## src/rtl/mips_multicycle_ctrl.sv

```systemverilog
// Multi-cycle sequencing controller for the MIPS core: steps each instruction through
// fetch/decode/execute/memory/write-back and drives every datapath enable and select.
module mips_multicycle_ctrl (
    input  logic        clock,
    input  logic        reset,
    input  logic [5:0]  op_code,
    input  logic [5:0]  funct,
    input  logic        zero,
    input  logic        mem_ready,
    output logic        mem_read,
    output logic        mem_write,
    output logic        i_or_d,
    output logic        ir_write,
    output logic        pc_en,
    output logic [1:0]  pc_source,
    output logic        alu_src_a,
    output logic [1:0]  alu_src_b,
    output logic [1:0]  alu_sel,
    output logic        reg_write,
    output logic [1:0]  reg_dst,
    output logic [1:0]  mem_to_reg,
    output logic        illegal,
    output logic [3:0]  state,
    output logic [31:0] retired
);

    typedef enum logic [3:0] {
        S_FETCH     = 4'd0,
        S_DECODE    = 4'd1,
        S_MEM_ADDR  = 4'd2,
        S_MEM_READ  = 4'd3,
        S_MEM_WB    = 4'd4,
        S_MEM_WRITE = 4'd5,
        S_EXEC_R    = 4'd6,
        S_EXEC_I    = 4'd7,
        S_ALU_WB    = 4'd8,
        S_BRANCH    = 4'd9,
        S_JUMP      = 4'd10
    } state_t;

    state_t cur, nxt;

    logic is_rtype, is_jr, is_load, is_store, is_imm, is_branch, is_jump, is_jal;
    logic retire_c;

    assign is_rtype  = (op_code == 6'b000000);
    assign is_jr     = is_rtype && (funct == 6'b001000);
    assign is_load   = (op_code == 6'b100011) || (op_code == 6'b100001) || (op_code == 6'b100000);
    assign is_store  = (op_code == 6'b101011) || (op_code == 6'b101001) || (op_code == 6'b101000);
    assign is_imm    = (op_code == 6'b001000) || (op_code == 6'b001010) || (op_code == 6'b001011) ||
                       (op_code == 6'b001100) || (op_code == 6'b001101) || (op_code == 6'b001111);
    assign is_branch = (op_code == 6'b000100) || (op_code == 6'b000101);
    assign is_jal    = (op_code == 6'b000011);
    assign is_jump   = (op_code == 6'b000010) || is_jal;

    assign state = cur;

    // Next state and per-state control; strobes are gated off while reset is high.
    always_comb begin
        nxt        = cur;
        mem_read   = 1'b0;
        mem_write  = 1'b0;
        i_or_d     = 1'b0;
        ir_write   = 1'b0;
        pc_en      = 1'b0;
        pc_source  = 2'b00;
        alu_src_a  = 1'b0;
        alu_src_b  = 2'b00;
        alu_sel    = 2'b00;
        reg_write  = 1'b0;
        reg_dst    = 2'b00;
        mem_to_reg = 2'b00;
        illegal    = 1'b0;
        unique case (cur)
            S_FETCH: begin
                mem_read  = 1'b1;
                alu_src_b = 2'b01;
                ir_write  = mem_ready;
                pc_en     = mem_ready;
                if (mem_ready) nxt = S_DECODE;
            end
            S_DECODE: begin
                alu_src_b = 2'b11;
                if (is_load || is_store) nxt = S_MEM_ADDR;
                else if (is_jr)          nxt = S_JUMP;
                else if (is_rtype)       nxt = S_EXEC_R;
                else if (is_imm)         nxt = S_EXEC_I;
                else if (is_branch)      nxt = S_BRANCH;
                else if (is_jump)        nxt = S_JUMP;
                else begin
                    nxt     = S_FETCH;
                    illegal = 1'b1;
                end
            end
            S_MEM_ADDR: begin
                alu_src_a = 1'b1;
                alu_src_b = 2'b10;
                nxt       = is_store ? S_MEM_WRITE : S_MEM_READ;
            end
            S_MEM_READ: begin
                mem_read = 1'b1;
                i_or_d   = 1'b1;
                if (mem_ready) nxt = S_MEM_WB;
            end
            S_MEM_WB: begin
                reg_write  = 1'b1;
                mem_to_reg = 2'b11;
                nxt        = S_FETCH;
            end
            S_MEM_WRITE: begin
                mem_write = 1'b1;
                i_or_d    = 1'b1;
                if (mem_ready) nxt = S_FETCH;
            end
            S_EXEC_R: begin
                alu_src_a = 1'b1;
                alu_sel   = 2'b10;
                nxt       = S_ALU_WB;
            end
            S_EXEC_I: begin
                alu_src_a = 1'b1;
                alu_src_b = 2'b10;
                alu_sel   = 2'b10;
                nxt       = S_ALU_WB;
            end
            S_ALU_WB: begin
                reg_write = 1'b1;
                reg_dst   = is_rtype ? 2'b11 : 2'b00;
                nxt       = S_FETCH;
            end
            S_BRANCH: begin
                alu_src_a = 1'b1;
                alu_sel   = 2'b01;
                pc_source = 2'b01;
                pc_en     = (op_code == 6'b000101) ? ~zero : zero;
                nxt       = S_FETCH;
            end
            S_JUMP: begin
                pc_en = 1'b1;
                if (is_jr) begin
                    pc_source = 2'b11;
                end else begin
                    pc_source = 2'b10;
                    if (is_jal) begin
                        reg_write  = 1'b1;
                        reg_dst    = 2'b01;
                        mem_to_reg = 2'b01;
                    end
                end
                nxt = S_FETCH;
            end
            default: nxt = S_FETCH;
        endcase
        if (reset) begin
            mem_read  = 1'b0;
            mem_write = 1'b0;
            ir_write  = 1'b0;
            pc_en     = 1'b0;
            reg_write = 1'b0;
            illegal   = 1'b0;
        end
    end

    // An instruction completes on any return to FETCH except the illegal-opcode path.
    assign retire_c = (nxt == S_FETCH) && (cur != S_FETCH) && (cur != S_DECODE);

    always_ff @(posedge clock) begin
        if (reset) begin
            cur     <= S_FETCH;
            retired <= 32'd0;
        end else begin
            cur <= nxt;
            if (retire_c) retired <= retired + 32'd1;
        end
    end

endmodule

```

## config.mk

```make
export PLATFORM = sky130hd
export DESIGN_NAME = mips_multicycle_ctrl
export DESIGN_NICKNAME = d
export VERILOG_FILES = /design/src/rtl/mips_multicycle_ctrl.sv
export SDC_FILE = /design/constraint.sdc
export NUM_CORES = 1
export LEC_CHECK = 0
export CAP_MARGIN = 10
export CORE_MARGIN = 1
export CORE_UTILIZATION = 41
export CTS_CLUSTER_DIAMETER = 120
export DETAILED_ROUTE_END_ITERATION = 7
export PLACE_DENSITY = 0.73
export REMOVE_ABC_BUFFERS = 1
export SYNTH_ARGS = -nofsm -noshare
export SYNTH_HDL_FRONTEND = slang
export SYNTH_SLANG_ARGS = --single-unit
export TNS_END_PERCENT = 1
```

## constraint.sdc

```tcl
create_clock -name clock -period 2.5 [get_ports clock]
set_input_delay 0.25 -clock clock [delete_from_list [all_inputs] [get_ports clock]]
set_output_delay 0.25 -clock clock [all_outputs]
set_load 0.03 [all_outputs]
```

==> run_results.csv <==
group,metric,value,unit
global_routing,grt_max_degree,29,
synth,ys_warn_count,0,
cts,cts_root_buffer,"clkbuf_8",
min_path,whs_endpoint,"retired[31]",
floorplan,die_y,73.65,um
power,p_per_area,390.3,nW/um^2
routing,ant_nets,0,
placement,portBuffers,69,
floorplan,dieWidth,73.65,um
power,finalPower,0.001172,W
critical_path,r2r-start,"retired[9]",
finish,nets,366,
sta,final.min_clock_period,2.379,ns
critical_path,worstPathCellList,"clkdlybuf4s50_1 -> or3_1 -> buf_4 -> nor4_1 -> nand3_1 -> o22ai_1 -> buf_4",
synth,synth_area_leader_cell,"dfxtp_1",
sta,hold_violations,0,
sta,setup_viol,0,
synth,synth_area_leaders,"dfxtp_1, xor2_1, nor2_1",
cts,tritoncts,"yes",
finish,layout_common_cells,"clkdlybuf4s50_1, dfxtp_1, nor2_1",
critical_path,path_depth,7,
sta,slew_violations,0,
cts,numCtsBuffers,5,
global_routing,grt_pass1_vias,2033,
critical_path,cpMostUsedCell,"buf_4",
synth,yosysUniqueCellTypes,43,
synth,synth.avg_cell_area,7.766,um^2
synth,ys_seq_area_frac,0.3424,
cts,cts.sink_count,36,
finish,area_growth,42.63,%
cts,htreeDepth,2,
critical_path,r2r-end,"retired[31]",
critical_path,cp_max_fo,3,
global_routing,grt_first_pass_wirelength,9156,um
routing,dr_total_vias,2285,
sta,relSlewSlack,0.6252,
min_path,hold_depth,2,
global_routing,antenna_found_initial,0,
floorplan,core_area,4817,um^2
critical_path,cpMaxStageDelayCell,"clkdlybuf4s50_1",
routing,drc,0,
cts,post_cts_buffers,0,
synth,syn_area,2105,um^2
critical_path,cp_top_family,"simple AND/OR/NAND/NOR gates",
cts,clock_latency,0.29,ns
sta,max_freq,0.4203,GHz
sta,finalCritPeriodShare,0.9516,
routing,routed_wl,5614,um
sta,clock_skew,0.008121,ns
routing,dr.pass1.iters,4,
floorplan,start_util,0.4369,
critical_path,crit_type,"in2out",
critical_path,ff2ff_path_depth,5,
cts,path_clk_slew,0.07,ns
power,irDropWorstVdd,0.3573,mV
sta,tightest_slew,0.5605,ns
outcome,status,"complete, no violations",
synth,syn_inst,271,
critical_path,critPathMaxStageDelay,0.42,ns
critical_path,worstPathRequired,2.25,ns
critical_path,cp.buffers_inverters,3,
cts,hold_buffers,0,
critical_path,arrival,2.13,ns
critical_path,r2r_slack,0.38,ns
sta,rsz0062_at_grt,"no",
placement,gp_congestion,0.9098,
finish,drive_gt1_frac,0.1286,
critical_path,cp-end-kind,"primary output",
power,p_leak,1.071,nW
routing,drtIter0Drc,210,
floorplan,ios,70,
global_routing,overflow,0,
placement,dp_hpwl,4054,um
routing,wl_per_cell,13.46,um
finish,final_common_cell,"clkdlybuf4s50_1",
min_path,min_from,"retired[31]",
finish,n_antenna_cell,0,
sta,holdWs,0.4846,ns
min_path,hold_class,"reg2reg",
synth,synth_top_area_share,0.3424,
critical_path,critPathLaunch,"op_code[3]",
critical_path,start_kind,"primary input",
floorplan,die-area,5424,um^2
global_routing,grtUsageTotal,0.2166,
run,maxCapViolCount,0,
floorplan,core.rowCount,25,
cts,clockBufferDepth,2,
routing,viasPerCell,5.480,
synth,synth_seq_cells,36,
[worst register-to-register path: cells and delay by family, from the launching register on]
kind,cells,cell delay [ns]
and+or+nand+nor,4,1.46
DFF,1,0.45
AOI/OAI and AO/OA,1,0.14
[synthesized netlist by cell type (all sizes together)]
library cell / count
a2111oi: 1
a21o: 3
a21oi: 23
a221oi: 1
a2bb2oi: 1
a31o: 2
and2: 4
and3: 5
and4: 2
buf: 7
clkbuf: 5
dfxtp: 36
dlygate4sd1: 1
ha: 1
inv: 8
mux2i: 1
nand2: 14
nand2b: 6
nand3: 19
nand3b: 1
nand4: 15
nor2: 32
nor2b: 1
nor3: 11
nor4: 4
nor4b: 2
nor4bb: 1
o21ai: 15
o21ba: 1
o221a: 1
o22ai: 1
o31ai: 5
or2: 1
or3: 12
or4: 6
xnor2: 3
xor2: 19
[layout make-up]
cell class,count,area [um^2]
flip-flops and latches,36,721.9
inverters,8,30.03
clock buffers,6,82.58
well taps,67,83.83
fillers,460,1815
clock inverters,2,10.01
repair buffers,84,778.2
multi-input cells,214,1295
[routing by layer]
metal	track usage	routed length (um)
met1	0.2872	2756
met2	0.3598	2631
met3	0.03429	153
met4	0.06838	73
met5	0	0
[cells by family (layout without fill, tap and decap cells)]
family          count (synthesis)  after routing  share of synthesized area
mux                             1              1                   0.004756
compound gates                 54             54                     0.1528
buf+inv                        21            100                    0.04518
flops                          36             36                     0.3424
xor+xnor                       22             22                    0.09156
simple gates                  136            136                     0.3573
fa+ha+maj                       1              1                   0.005944
[stage by stage]
stage	util	setup slack, ns	cells	instance area, um^2	TNS (ns)
2_1_floorplan	-	-0.4239	258	2039	-0.7863
3_3_place_gp	0.6023	0.09440	409	2902	0
5_1_grt	0.6231	0.03070	417	3002	0
3_5_place_dp	0.6023	0.07904	409	2902	0
6_report	0.6231	0.1209	417	3002	0
4_1_cts	0.6216	0.07374	417	2994	0
[power by group]
part / switching, W / internal (W)
clock: 0.000206 / 0.000220
combinational: 0.0000919 / 0.0000747
sequential: 0.00000331 / 0.000576
total: 0.000301 / 0.000870
[timing repair]
action,4_1_cts,5_1_grt
gates resized for setup,0,3
setup endpoints to repair,0,2
endpoints found under the hold margin,0,0
[worst max path at each step]
stage | end | slack (ns)
global placement | pc_en | 0.09
finish | pc_source[0] | 0.12
CTS | pc_en | 0.07
global route | alu_src_a | 0.03
detailed placement | pc_en | 0.08
floorplan | pc_en | -0.42
[registers in the layout (all words and copies together), names as in the netlist]
| name | count |
|---|---|
| state | 4 |
| retired | 32 |
Note: power is estimated with default switching activity, not from simulation.
